`config.mk`:
```
export PLATFORM = sky130hd
export DESIGN_NAME = muldiv_seq_flat
export DESIGN_NICKNAME = d
export VERILOG_FILES = /design/src/rtl/muldiv_pkg.sv /design/src/rtl/muldiv_if.sv /design/src/rtl/muldiv_addsub.sv /design/src/rtl/muldiv_seq.sv /design/src/flat_wrapper.sv
export SDC_FILE = /design/constraint.sdc
export NUM_CORES = 1
export LEC_CHECK = 0
export CORE_ASPECT_RATIO = 1.4
export CORE_MARGIN = 5
export CORE_UTILIZATION = 30
export CTS_BUF_LIST = sky130_fd_sc_hd__clkbuf_16
export DETAILED_ROUTE_END_ITERATION = 16
export MAX_ROUTING_LAYER = met4
export SLEW_MARGIN = 20
export SYNTH_ARGS = -nofsm -noshare
export SYNTH_HDL_FRONTEND = slang
export SYNTH_SLANG_ARGS = --single-unit
```
`constraint.sdc`:
```
create_clock -name clk -period 10.9 [get_ports clk]
set_input_delay 3.27 -clock clk [delete_from_list [all_inputs] [get_ports clk]]
set_output_delay 3.27 -clock clk [all_outputs]
set_load 0.02 [all_outputs]
```
`src/rtl/muldiv_pkg.sv`:
```
`default_nettype none
// ---------------------------------------------------------------------------
// muldiv_pkg : op encodings, FSM states and step count for muldiv_seq
// Rev 1.0
// ---------------------------------------------------------------------------
package muldiv_pkg;

  localparam int ITER = 32;

  typedef enum logic [1:0] {
    OP_MULT  = 2'b00,
    OP_MULTU = 2'b01,
    OP_DIV   = 2'b10,
    OP_DIVU  = 2'b11
  } op_e;

  typedef enum logic [2:0] {
    IDLE = 3'd0,
    PREP = 3'd1,
    RUN  = 3'd2,
    FIX  = 3'd3,
    DONE = 3'd4
  } state_e;

  function automatic logic is_div(input logic [1:0] op);
    return (op == OP_DIV) || (op == OP_DIVU);
  endfunction

  function automatic logic is_signed_op(input logic [1:0] op);
    return (op == OP_MULT) || (op == OP_DIV);
  endfunction

endpackage
`default_nettype wire

```
`src/rtl/muldiv_if.sv`:
```
`default_nettype none
// ---------------------------------------------------------------------------
// muldiv_if : request/result bundle between the EX stage and muldiv_seq
// Rev 1.0
// ---------------------------------------------------------------------------
interface muldiv_if #(
  parameter int WIDTH = 32
);
  logic             start;
  logic [1:0]       op;
  logic [WIDTH-1:0] a;
  logic [WIDTH-1:0] b;
  logic             flush;
  logic             hi_we;
  logic             lo_we;
  logic [WIDTH-1:0] wdata;
  logic             stall;
  logic             busy;
  logic             done;
  logic [WIDTH-1:0] hi;
  logic [WIDTH-1:0] lo;

  modport master (
    output start, op, a, b, flush, hi_we, lo_we, wdata,
    input  stall, busy, done, hi, lo
  );

  modport slave (
    input  start, op, a, b, flush, hi_we, lo_we, wdata,
    output stall, busy, done, hi, lo
  );
endinterface
`default_nettype wire

```
`src/rtl/muldiv_addsub.sv`:
```
`default_nettype none
// ---------------------------------------------------------------------------
// muldiv_addsub : shared add/subtract with carry-out for multiply and divide
// Rev 1.0
// ---------------------------------------------------------------------------
module muldiv_addsub #(
  parameter int W = 33
) (
  input  logic [W-1:0] x,
  input  logic [W-1:0] y,
  input  logic         sub,
  output logic [W-1:0] sum,
  output logic         cout
);

  logic [W:0] full;

  // Subtract as x + ~y + 1; carry-out set means no borrow (x >= y).
  assign full = {1'b0, x} + {1'b0, (sub ? ~y : y)} + {{W{1'b0}}, sub};
  assign sum  = full[W-1:0];
  assign cout = full[W];

endmodule
`default_nettype wire

```
`src/rtl/muldiv_seq.sv`:
```
`default_nettype none
// ---------------------------------------------------------------------------
// muldiv_seq : iterative MULT/MULTU/DIV/DIVU sequencer owning HI/LO
// Rev 1.0
// ---------------------------------------------------------------------------
module muldiv_seq
  import muldiv_pkg::*;
#(
  parameter int WIDTH = ITER
) (
  input  logic    clk,
  input  logic    reset,
  muldiv_if.slave bus
);

  localparam int            CW   = $clog2(ITER);
  localparam logic [CW-1:0] LAST = CW'(ITER - 1);

  state_e             state;
  state_e             state_nxt;
  logic [CW-1:0]      count;
  logic [1:0]         op_q;
  logic [WIDTH-1:0]   a_q;
  logic [WIDTH-1:0]   b_q;
  logic [WIDTH-1:0]   acc_hi;
  logic [WIDTH-1:0]   acc_lo;
  logic [WIDTH-1:0]   opnd;
  logic               neg_q;
  logic               neg_r;
  logic [WIDTH-1:0]   hi_q;
  logic [WIDTH-1:0]   lo_q;
  logic               done_q;
  logic               busy_q;

  logic               op_div;
  logic               op_signed;
  logic               a_neg;
  logic               b_neg;
  logic [WIDTH-1:0]   a_abs;
  logic [WIDTH-1:0]   b_abs;
  logic               div_zero;
  logic [WIDTH:0]     add_x;
  logic [WIDTH:0]     add_y;
  logic [WIDTH:0]     add_sum;
  logic               add_cout;
  logic [WIDTH:0]     mul_m;
  logic [WIDTH-1:0]   step_hi;
  logic [WIDTH-1:0]   step_lo;
  logic [2*WIDTH-1:0] prod;
  logic [2*WIDTH-1:0] prod_fix;
  logic [WIDTH-1:0]   quo_fix;
  logic [WIDTH-1:0]   rem_fix;

  assign op_div    = is_div(op_q);
  assign op_signed = is_signed_op(op_q);
  assign a_neg     = op_signed & a_q[WIDTH-1];
  assign b_neg     = op_signed & b_q[WIDTH-1];
  assign a_abs     = a_neg ? -a_q : a_q;
  assign b_abs     = b_neg ? -b_q : b_q;
  assign div_zero  = op_div && (b_q == '0);

  // Divide shifts the next dividend bit into the partial remainder before the trial subtract.
  assign add_x = op_div ? {acc_hi, acc_lo[WIDTH-1]} : {1'b0, acc_hi};
  assign add_y = {1'b0, opnd};

  muldiv_addsub #(
    .W (WIDTH + 1)
  ) u_addsub (
    .x    (add_x),
    .y    (add_y),
    .sub  (op_div),
    .sum  (add_sum),
    .cout (add_cout)
  );

  always_comb begin
    mul_m = acc_lo[0] ? add_sum : {1'b0, acc_hi};
    if (op_div) begin
      step_hi = add_cout ? add_sum[WIDTH-1:0] : add_x[WIDTH-1:0];
      step_lo = {acc_lo[WIDTH-2:0], add_cout};
    end else begin
      step_hi = mul_m[WIDTH:1];
      step_lo = {mul_m[0], acc_lo[WIDTH-1:1]};
    end
  end

  assign prod     = {acc_hi, acc_lo};
  assign prod_fix = neg_q ? -prod : prod;
  assign quo_fix  = neg_q ? -acc_lo : acc_lo;
  assign rem_fix  = neg_r ? -acc_hi : acc_hi;

  always_ff @(posedge clk) begin
    if (reset) begin
      state <= IDLE;
    end else begin
      state <= state_nxt;
    end
  end

  always_comb begin
    state_nxt = state;
    case (state)
      IDLE: if (bus.start && !bus.flush) state_nxt = PREP;
      PREP: begin
        if (bus.flush)    state_nxt = IDLE;
        else if (div_zero) state_nxt = DONE;
        else               state_nxt = RUN;
      end
      RUN: begin
        if (bus.flush)           state_nxt = IDLE;
        else if (count == LAST)  state_nxt = FIX;
      end
      FIX:     state_nxt = bus.flush ? IDLE : DONE;
      DONE:    state_nxt = IDLE;
      default: state_nxt = IDLE;
    endcase
  end

  always_ff @(posedge clk) begin
    if (reset) begin
      count  <= '0;
      op_q   <= '0;
      a_q    <= '0;
      b_q    <= '0;
      acc_hi <= '0;
      acc_lo <= '0;
      opnd   <= '0;
      neg_q  <= 1'b0;
      neg_r  <= 1'b0;
      hi_q   <= '0;
      lo_q   <= '0;
      done_q <= 1'b0;
      busy_q <= 1'b0;
    end else begin
      done_q <= (state_nxt == DONE);
      busy_q <= (state_nxt inside {PREP, RUN, FIX});
      case (state)
        IDLE, DONE: begin
          count <= '0;
          if (state == IDLE && bus.start) begin
            op_q <= bus.op;
            a_q  <= bus.a;
            b_q  <= bus.b;
          end
          if (bus.hi_we) hi_q <= bus.wdata;
          if (bus.lo_we) lo_q <= bus.wdata;
        end
        PREP: begin
          count  <= '0;
          acc_hi <= '0;
          acc_lo <= a_abs;
          opnd   <= b_abs;
          neg_q  <= a_neg ^ b_neg;
          neg_r  <= a_neg;
          if (div_zero && !bus.flush) begin
            hi_q <= a_q;
            lo_q <= '1;
          end
        end
        RUN: begin
          count  <= bus.flush ? '0 : count + CW'(1);
          acc_hi <= step_hi;
          acc_lo <= step_lo;
        end
        FIX: begin
          count <= '0;
          if (!bus.flush) begin
            if (op_div) begin
              hi_q <= rem_fix;
              lo_q <= quo_fix;
            end else begin
              hi_q <= prod_fix[2*WIDTH-1:WIDTH];
              lo_q <= prod_fix[WIDTH-1:0];
            end
          end
        end
        default: count <= '0;
      endcase
    end
  end

  assign bus.stall = ((state == IDLE) && bus.start) || (state inside {PREP, RUN, FIX});
  assign bus.busy  = busy_q;
  assign bus.done  = done_q;
  assign bus.hi    = hi_q;
  assign bus.lo    = lo_q;

endmodule
`default_nettype wire
```
`src/flat_wrapper.sv`:
```
// flat-port wrapper written by rule: the top's interface ports become plain ports
module muldiv_seq_flat import muldiv_pkg::*;
#(
  parameter int WIDTH = ITER
)
  (clk, reset, bus_start, bus_op, bus_a, bus_b, bus_flush, bus_hi_we, bus_lo_we, bus_wdata, bus_stall, bus_busy, bus_done, bus_hi, bus_lo);
  muldiv_if #(.WIDTH(WIDTH)) bus_i ();
  input  logic clk;
  input  logic reset;
  input wire logic [$bits(bus_i.start)-1:0] bus_start;
  input wire logic [$bits(bus_i.op)-1:0] bus_op;
  input wire logic [$bits(bus_i.a)-1:0] bus_a;
  input wire logic [$bits(bus_i.b)-1:0] bus_b;
  input wire logic [$bits(bus_i.flush)-1:0] bus_flush;
  input wire logic [$bits(bus_i.hi_we)-1:0] bus_hi_we;
  input wire logic [$bits(bus_i.lo_we)-1:0] bus_lo_we;
  input wire logic [$bits(bus_i.wdata)-1:0] bus_wdata;
  output wire logic [$bits(bus_i.stall)-1:0] bus_stall;
  output wire logic [$bits(bus_i.busy)-1:0] bus_busy;
  output wire logic [$bits(bus_i.done)-1:0] bus_done;
  output wire logic [$bits(bus_i.hi)-1:0] bus_hi;
  output wire logic [$bits(bus_i.lo)-1:0] bus_lo;
  assign bus_i.start = bus_start;
  assign bus_i.op = bus_op;
  assign bus_i.a = bus_a;
  assign bus_i.b = bus_b;
  assign bus_i.flush = bus_flush;
  assign bus_i.hi_we = bus_hi_we;
  assign bus_i.lo_we = bus_lo_we;
  assign bus_i.wdata = bus_wdata;
  assign bus_stall = bus_i.stall;
  assign bus_busy = bus_i.busy;
  assign bus_done = bus_i.done;
  assign bus_hi = bus_i.hi;
  assign bus_lo = bus_i.lo;
  muldiv_seq #(.WIDTH(WIDTH)) u_core (.clk(clk), .reset(reset), .bus(bus_i));
endmodule
```
==> run_results.csv, run 1 <==
group,metric,value,unit
placed_design,place.port_buffers,170,
drt,final_antenna_net_count,0,
logic_synthesis,avgSynthCellArea,7.691,um2
global_routing,grt_usage,19.60,%
placed_design,place.gp.congestion,0.9251,
logic_synthesis,synth_edf_count,0,
layout,nNetsFinal,2236,
cts,cts_hold_buf,0,
worst_setup_path,rrSetupSlack,6110,ps
cts,cts_setup_buffers,0,
worst_setup_path,critPathArrivalTime,4610,ps
worst_setup_path,path_cells,"clkdlybuf4s50_1 -> inv_1 -> a21oi_1 -> clkdlybuf4s50_1",
placed_design,hpwlAfterDp,43.39,mm
power_and_ir_drop,vdd_ir_drop_max,0.09378,mV
global_routing,grt_pass1_vias,14820,
timing,hold_viol,0,
floorplan,die_h,281.5,um
timing,slew_viol_final,0,
power_and_ir_drop,p_leak,6.674,nW
power_and_ir_drop,total_power,2.360,mW
cts,clock_latency,570,ps
power_and_ir_drop,power.density,126.1,nW/um2
run,cap_viol_max_count,0,
floorplan,row_count,99,
global_routing,grt_antenna_before_repair,0,
worst_setup_path,r2r_end,"u_core.acc_hi[5]",
floorplan,initial_utilization,30.28,%
logic_synthesis,seq_area_frac_synth,30.17,%
floorplan,pin_count,171,
logic_synthesis,syn_inst,2053,
floorplan,die_x,203.9,um
drt,drt-total-wl,57.42,mm
cts,clk_path_buf_depth,3,
cts,cts_buffers,27,
worst_setup_path,endpoint,"bus_stall",
global_routing,grt_max_degree,122,
timing,rsz0062_at_grt,"false",
logic_synthesis,syn-cell-area,15790,um2
cts,cts_tree,"yes",
worst_setup_path,worstPathRequired,7630,ps
layout,layout-area-overhead-vs-synth,18.53,%
worst_setup_path,reg2regPathDepth,12,
worst_setup_path,r2r_start,"u_core.op_q[1]",
floorplan,die_area,57390,um2
floorplan,design.core.area,52150,um2
drt,drt-pass1-iter-count,5,
cts,clk_pin_slew,70,ps
global_routing,grt_pass1_wl,87.37,mm
timing,setup_viol,0,
logic_synthesis,synthesis.nets,2195,
worst_setup_path,cpMostUsedCell,"clkdlybuf4s50_1",
logic_synthesis,synthArstFlopShare,0,%
outcome,status,"completed",
logic_synthesis,ys_warn_count,0,
timing,clock.fmax,0.1270,GHz
timing,worst_slew_pin_slew,1149,ps
layout,drive_gt1_share,6.016,%
drt,viasPerCell,5.453,
worst_setup_path,crit_fanout,4,
timing,fin_worst_skew,20.16,ps
worst_setup_path,crit_cells,4,
cts,cts-root-buf,"clkbuf_16",
timing,max_slew_margin,23.22,%
timing,min_period_over_period,72.25,%
global_routing,gr-total-overflow,0,
drt,drtIter0Drc,919,
cts,cts.sinks,238,
worst_setup_path,cp_slowest_cell,"clkdlybuf4s50_1",
timing,finalCriticalPeriod,7876,ps
timing,finalSetupTns,0,ps
worst_hold_path,worst_hold_path_type,"flop to flop",
worst_setup_path,cp-startpoint,"bus_start",
logic_synthesis,synth_flop_cell,"dfxtp_1",
drt,vias,15370,
worst_setup_path,start_kind,"primary input",
worst_setup_path,slowest_delay,630,ps
worst_setup_path,cp-end-kind,"output port",
logic_synthesis,synthDistinctLibCells,84,
drt,wl_per_cell,20.37,um
worst_setup_path,path_delay_family,"buffers and inverters",
drt,route.detailed.drc,0,
worst_setup_path,path_class,"primary input to output port",
worst_setup_path,worst-path-buf-inv,3,
cts,cts_resized,0,
logic_synthesis,synth_seq_cells,238,
cts,htreeDepth,1,
[registers in the layout, indices dropped and copies added (netlist names), 5 cells and up]
name / flops
u_core.b_q: 32
u_core.opnd: 32
u_core.acc_hi: 32
u_core.count: 5
u_core.a_q: 32
u_core.bus.hi: 32
u_core.bus.lo: 32
u_core.acc_lo: 32
[worst reg2reg max path, stage by stage, from the launching register on]
cell and delay (ps):
dfxtp_4 700, buf_4 790, mux2_2 440, ha_1 380, nand2_1 140, o21ai_0 330
a21oi_1 160, or3_1 390, o21ai_1 340, a21o_1 170, buf_4 370, mux2i_1 300
o221ai_1 140
[layer usage]
metal | part of all wire (%) | up-vias | GRT usage, %
met3 | 4.7 | 121 | 2.140
met1 | 40 | 7257 | 22.34
met2 | 51 | 464 | 34.73
met4 | 5.0 | 0 | 8.565
met5 | 0 | - | -
li1 | - | 7529 | -
[how the worst min path moves through the flow]
stage / from / depth (start not counted) / slack [ps] / endpoint
after global routing: u_core.bus.lo[24] / 2 / 470 / u_core.bus.lo[24]
after detailed placement: u_core.bus.lo[24] / 2 / 450 / u_core.bus.lo[24]
after floorplan: u_core.count[0] / 1 / 420 / u_core.count[0]
after global placement: u_core.count[0] / 1 / 420 / u_core.count[0]
after CTS: u_core.bus.lo[24] / 2 / 450 / u_core.bus.lo[24]
final: u_core.bus.lo[2] / 2 / 450 / u_core.bus.lo[2]
[synth_stat cells, types with 6 or more instances]
cell type	instances	share of area, %
a211oi_1	110	5.2
and2_1	6	0.24
o221ai_1	47	2.6
buf_2	12	0.38
o22ai_1	10	0.40
o211ai_1	8	0.38
a211o_1	8	0.44
o21ai_0	83	2.6
mux2_2	30	2.1
buf_1	15	0.36
nor4_1	19	0.75
inv_1	30	0.71
a31oi_1	14	0.55
xnor2_1	80	4.4
a21oi_1	212	6.7
o31ai_1	24	1.1
mux2i_1	75	4.8
nor3b_1	6	0.29
nor2_1	183	4.4
or4_1	12	0.57
xor2_1	93	5.2
clkbuf_1	146	3.5
o41ai_1	13	0.72
nand2_1	286	6.8
nand4_1	10	0.40
nand3_1	24	0.76
ha_1	37	2.9
nor2b_1	10	0.40
a21o_1	16	0.76
or3_1	18	0.71
dfxtp_1	238	30
nand2b_1	14	0.55
nor3_1	53	1.7
[report_power, final]
group / switching [mW] / total (mW) / internal, mW
registers: 0.0614 / 0.977 / 0.916
logic: 0.285 / 0.482 / 0.197
clock network: 0.384 / 0.901 / 0.517
[kinds of logic (layout without fill, tap and decap cells)]
logic type | count (synthesis) | after routing | share of synthesized area, %
AO/OA/AOI/OAI | 615 | 615 | 25.52
XOR/XNOR | 173 | 173 | 9.596
adder cells (fa/ha/maj) | 38 | 38 | 3.059
buffers and inverters | 209 | 267 | 5.214
flip-flops | 238 | 238 | 30.17
multiplexers | 105 | 105 | 6.894
other | 0 | 1 | 0
AND/OR/NAND/NOR | 675 | 675 | 19.54
[stage by stage]
stage	cells	hold WS [ps]	cell area, um2	setup WS [ps]	utilization (%)
final	2819	450.9	18720	3024	35.89
after global routing	2818	467.0	18710	2950	35.88
after CTS	2818	452.2	18700	3007	35.87
after detailed placement	2772	445.5	17860	3004	34.25
after global placement	2772	424.1	17860	2977	34.25
after floorplan	2053	417.9	15790	3962	-
[cell usage in the layout, fill, tap and decap left out, types with 6 or more instances in the layout]
cell type / netlist / final
a211o_1: 8 / 8
a211oi_1: 110 / 110
a21o_1: 16 / 16
a21oi_1: 212 / 210
a31oi_1: 14 / 14
buf_4: 4 / 21
clkbuf_16: 0 / 27
clkdlybuf4s50_1: 0 / 169
dfxtp_1: 238 / 236
ha_1: 37 / 37
inv_1: 30 / 38
mux2_2: 30 / 30
mux2i_1: 75 / 75
nand2_1: 286 / 286
nand2b_1: 14 / 13
nand3_1: 24 / 24
nand4_1: 10 / 10
nor2_1: 183 / 182
nor2b_1: 10 / 8
nor3_1: 53 / 53
nor3b_1: 6 / 6
nor4_1: 19 / 17
o211ai_1: 8 / 8
o21ai_0: 83 / 83
o221ai_1: 47 / 47
o22ai_1: 10 / 10
o31ai_1: 24 / 24
o41ai_1: 13 / 13
or3_1: 18 / 18
or4_1: 12 / 12
xnor2_1: 80 / 80
xor2_1: 93 / 93
[cell type report]
class | count | area [um2]
fillers | 5524 | 33430
diodes | 1 | 2.502
multi-input cells | 1606 | 10240
inverters | 30 | 112.6
repair buffers | 191 | 1861
clock inverters | 19 | 166.4
flip-flops and latches | 238 | 4770
well taps | 707 | 884.6
clock buffers | 27 | 675.6
Note: power is estimated with default switching activity, not from simulation.
==> run 2, diff against run 1 <==
Clock period 10.9 ns to 6.56 ns, I/O delays scaled along.
==> run_results.csv, run 2 (synthesis gave the netlist of run 1 again) <==
group,metric,value,unit
placed_design,placedCellCount,2773,
worst_setup_path,slowest_delay,620,ps
worst_setup_path,critPathArrivalTime,3290,ps
global_routing,grt_pass1_vias,15020,
timing,rsz0062_at_grt,"false",
layout,diodes,0,
layout,final_area,18730,um2
floorplan,initial_utilization,30.28,%
timing,layout_setup_ws,1302,ps
outcome,status,"completed",
cts,clock_latency,570,ps
cts,cts_tree,"yes",
power_and_ir_drop,clockPowerShare,38.2,%
power_and_ir_drop,power.density,209.8,nW/um2
drt,vias,15440,
layout,multi_input_area,10240,um2
power_and_ir_drop,pwr-share-seq,41.3,%
worst_setup_path,path_delay_family,"buffers and inverters",
layout,drive_gt1_share,6.105,%
power_and_ir_drop,p_int,2.718,mW
timing,hold_viol,0,
cts,cts_resized,0,
power_and_ir_drop,power_frac_comb,20.4,%
drt,wl_per_cell,20.70,um
global_routing,grt_antenna_before_repair,0,
layout,layout-area-overhead-vs-synth,18.64,%
power_and_ir_drop,p_leak,6.674,nW
cts,cts-root-buf,"clkbuf_16",
worst_setup_path,path_cells,"clkdlybuf4s50_1 -> inv_1 -> a21oi_1 -> clkdlybuf4s50_1",
layout,final_common_cell,"nand2_1",
layout,regArea,4770,um2
timing,finalCriticalPeriod,5258,ps
cts,htreeDepth,1,
floorplan,die_h,281.5,um
worst_setup_path,crit_cells,4,
layout,final_core_util,35.92,%
cts,cts_buffers,28,
cts,cts.sinks,238,
drt,final_antenna_net_count,0,
placed_design,preCtsSetupSlack,1274,ps
timing,fin_worst_skew,28.49,ps
power_and_ir_drop,vdd_ir_drop_max,0.1719,mV
run,cap_viol_max_count,0,
worst_setup_path,cp-end-kind,"output port",
cts,clk_pin_slew,60,ps
floorplan,die_x,203.9,um
cts,cts_setup_buffers,0,
worst_hold_path,worst_hold_path_type,"flop to flop",
timing,max_slew_margin,25.76,%
timing,slew_viol_final,0,
timing,clock.fmax,0.1902,GHz
timing,timing.hold.ws,447.6,ps
placed_design,place.port_buffers,170,
floorplan,design.core.area,52150,um2
placed_design,placed_area,17870,um2
power_and_ir_drop,power_switching,1.213,mW
drt,route.detailed.drc,0,
worst_setup_path,cp_slowest_cell,"clkdlybuf4s50_1",
global_routing,grt_max_degree,105,
global_routing,gr-total-overflow,0,
power_and_ir_drop,total_power,3.931,mW
layout,layout.cells.non_filler,2820,
timing,finalSetupTns,0,ps
timing,worst_slew_pin_slew,1111,ps
worst_setup_path,cpMostUsedCell,"clkdlybuf4s50_1",
layout,nNetsFinal,2238,
cts,clk_path_buf_depth,3,
global_routing,grt_usage,20.05,%
layout,fillCellCount,5478,
timing,min_period_over_period,80.16,%
worst_setup_path,crit_fanout,4,
cts,cts_hold_buf,0,
worst_setup_path,worst-path-buf-inv,3,
worst_setup_path,path_class,"primary input to output port",
power_and_ir_drop,switching_share,30.86,%
drt,drt-total-wl,58.37,mm
drt,drt-pass1-iter-count,5,
global_routing,grt_pass1_wl,89.69,mm
placed_design,hpwlAfterDp,44.34,mm
floorplan,die_area,57390,um2
drt,viasPerCell,5.474,
worst_hold_path,min_delay_path_depth,2,
timing,setup_viol,0,
layout,layout_common_cells,"nand2_1, dfxtp_1, a21oi_1",
worst_setup_path,start_kind,"primary input",
worst_setup_path,worstPathRequired,4590,ps
floorplan,pin_count,171,
worst_setup_path,reg2regPathDepth,11,
placed_design,place.gp.congestion,0.9646,
drt,drtIter0Drc,889,
floorplan,row_count,99,
run 2: worst paths after layout:
path	from	slack (ps)	endpoint
worst max-delay path	bus_start	1300	bus_stall
worst min-delay path	u_core.bus.lo[13]	450	u_core.bus.lo[13]
worst max register to register	u_core.op_q[1]	2130	u_core.acc_hi[23]
worst min register to register	u_core.bus.lo[13]	450	u_core.bus.lo[13]
run 2: worst reg2reg max path: cells and delay by family (launching register included):
family / cells / cell delay, ps
flops: 1 / 800
mux: 1 / 470
compound gates: 6 / 2140
simple gates: 2 / 400
xor+xnor: 1 / 160
fa+ha+maj: 1 / 370
run 2: final cells by class:
cell class	instances	area share [%]
clock buffers	29	3.874
repair buffers	192	9.971
multi-input cells	1606	54.64
well taps	707	4.722
flip-flops and latches	238	25.46
clock inverters	18	0.7280
inverters	30	0.6011
run 2: power groups by stage:
stage	Clock [mW]	Combinational (mW)	Sequential (mW)
5_1_grt	1.58	0.877	1.63
6_report	1.50	0.803	1.62
2_1_floorplan	0	0.500	1.64
4_1_cts	1.54	0.803	1.62
3_5_place_dp	0	0.799	1.66
3_3_place_gp	0	0.789	1.65
run 2: per-layer routing:
layer / global-route usage, % / wire length (um)
met1: 22.87 / 23090
met2: 35.66 / 29620
met3: 2.416 / 3027
met4: 8.098 / 2632
met5: - / 0
==> run 3, diff against run 2 <==
Clock period 6.56 ns to 5.1 ns, I/O delays scaled along.
==> run_results.csv, run 3 (synthesis gave the netlist of run 1 again) <==
group,metric,value,unit
outcome,status,"completed",
global_routing,gr-total-overflow,0,
worst_setup_path,cp-end-kind,"output port",
timing,rsz0062_at_grt,"false",
worst_setup_path,start_kind,"primary input",
power_and_ir_drop,power.density,272.7,nW/um2
power_and_ir_drop,pwr-share-seq,40.7,%
timing,clock.fmax,0.2291,GHz
timing,fin_worst_skew,14.78,ps
worst_setup_path,path_class,"primary input to output port",
drt,drtIter0Drc,904,
layout,final_core_util,36.12,%
cts,cts-root-buf,"clkbuf_16",
layout,nNetsFinal,2245,
power_and_ir_drop,vdd_ir_drop_max,0.2204,mV
global_routing,grt_max_degree,76,
placed_design,hpwlAfterDp,44.32,mm
drt,viasPerCell,5.427,
worst_hold_path,worst_hold_path_type,"flop to flop",
layout,final_common_cell,"nand2_1",
timing,slew_viol_final,0,
drt,drt-pass1-iter-count,7,
layout,layout-area-overhead-vs-synth,19.28,%
timing,finalSetupTns,0,ps
cts,htreeDepth,1,
global_routing,grt_antenna_before_repair,0,
power_and_ir_drop,power_frac_comb,20.2,%
run,cap_viol_max_count,0,
drt,wl_per_cell,20.51,um
layout,diodes,0,
cts,cts_hold_buf,0,
timing,max_slew_margin,28.19,%
timing,worst_slew_pin_slew,1067,ps
cts,cts_resized,0,
floorplan,pin_count,171,
timing,hold_viol,0,
cts,cts_setup_buffers,0,
worst_setup_path,critPathArrivalTime,2830,ps
drt,drt-total-wl,58.04,mm
power_and_ir_drop,p_int,3.544,mW
drt,final_antenna_net_count,0,
floorplan,row_count,99,
cts,clk_pin_slew,60,ps
layout,layout_common_cells,"nand2_1, dfxtp_1, a21oi_1",
floorplan,initial_utilization,30.28,%
floorplan,die_x,203.9,um
floorplan,die_area,57390,um2
drt,route.detailed.drc,0,
cts,clk_path_buf_depth,3,
placed_design,place.port_buffers,170,
timing,setup_viol,0,
drt,vias,15360,
floorplan,die_h,281.5,um
placed_design,preCtsSetupSlack,720.4,ps
layout,drive_gt1_share,6.453,%
timing,layout_setup_ws,735.6,ps
cts,cts_tree,"yes",
global_routing,grt_pass1_wl,89.09,mm
timing,finalCriticalPeriod,4364,ps
floorplan,design.core.area,52150,um2
timing,min_period_over_period,85.58,%
cts,clock_latency,570,ps
power_and_ir_drop,p_leak,6.717,nW
global_routing,grt_usage,20.03,%
power_and_ir_drop,total_power,5.135,mW
placed_design,place.gp.congestion,0.9337,
cts,cts.sinks,238,
worst_setup_path,crit_fanout,4,
power_and_ir_drop,power_switching,1.591,mW
global_routing,grt_pass1_vias,15090,
worst_setup_path,worstPathRequired,3570,ps
power_and_ir_drop,switching_share,30.99,%
power_and_ir_drop,clockPowerShare,39.1,%
cts,cts_buffers,27,
run 3: worst paths after layout:
kind	startpoint	to	slack [ps]	depth (start not counted)
max reg2reg	u_core.op_q[1]	u_core.acc_hi[11]	800	9
min	u_core.bus.lo[13]	u_core.bus.lo[13]	450	2
max	bus_start	bus_stall	740	4
min reg2reg	u_core.bus.lo[13]	u_core.bus.lo[13]	450	2
run 3: layout make-up:
cell class                 count  area, um2
inverter                      30      112.6
timing repair buffer         200       1941
fill                        5430      33310
clock buffer                  27      675.6
clock inverter                22      212.7
tap                          707      884.6
sequential                   238       4770
multi-input combinational   1606      10240
run 3: per-layer routing:
metal | GRT usage (%) | vias to the layer above | wire [um]
met5 | - | - | 0
met4 | 9.535 | 0 | 3096
met3 | 2.255 | 111 | 2908
met2 | 35.13 | 489 | 29300
met1 | 22.77 | 7226 | 22740
li1 | - | 7533 | -
run 3: stage by stage:
step           cell area, um2  std cells  hold WS, ps
6_report                18830       2830        449.5
5_1_grt                 18830       2830        470.4
4_1_cts                 18830       2830        452.2
3_5_place_dp            17940       2781        440.2
3_3_place_gp            17940       2781        425.2
2_1_floorplan           15790       2053        417.9
run 3: worst max-delay path, stage by stage:
cell and delay (ps):
clkdlybuf4s50_1 470, inv_1 80, a21oi_1 130, clkdlybuf4s50_1 620
run 3: power groups by stage:
stage / registers, mW / clock network (mW) / logic, mW
detailed placement: 2.13 / 0 / 1.03
global route: 2.10 / 2.12 / 1.13
finish: 2.09 / 2.01 / 1.04
CTS: 2.09 / 2.06 / 1.03
global placement: 2.13 / 0 / 1.02
floorplan: 2.11 / 0 / 0.643
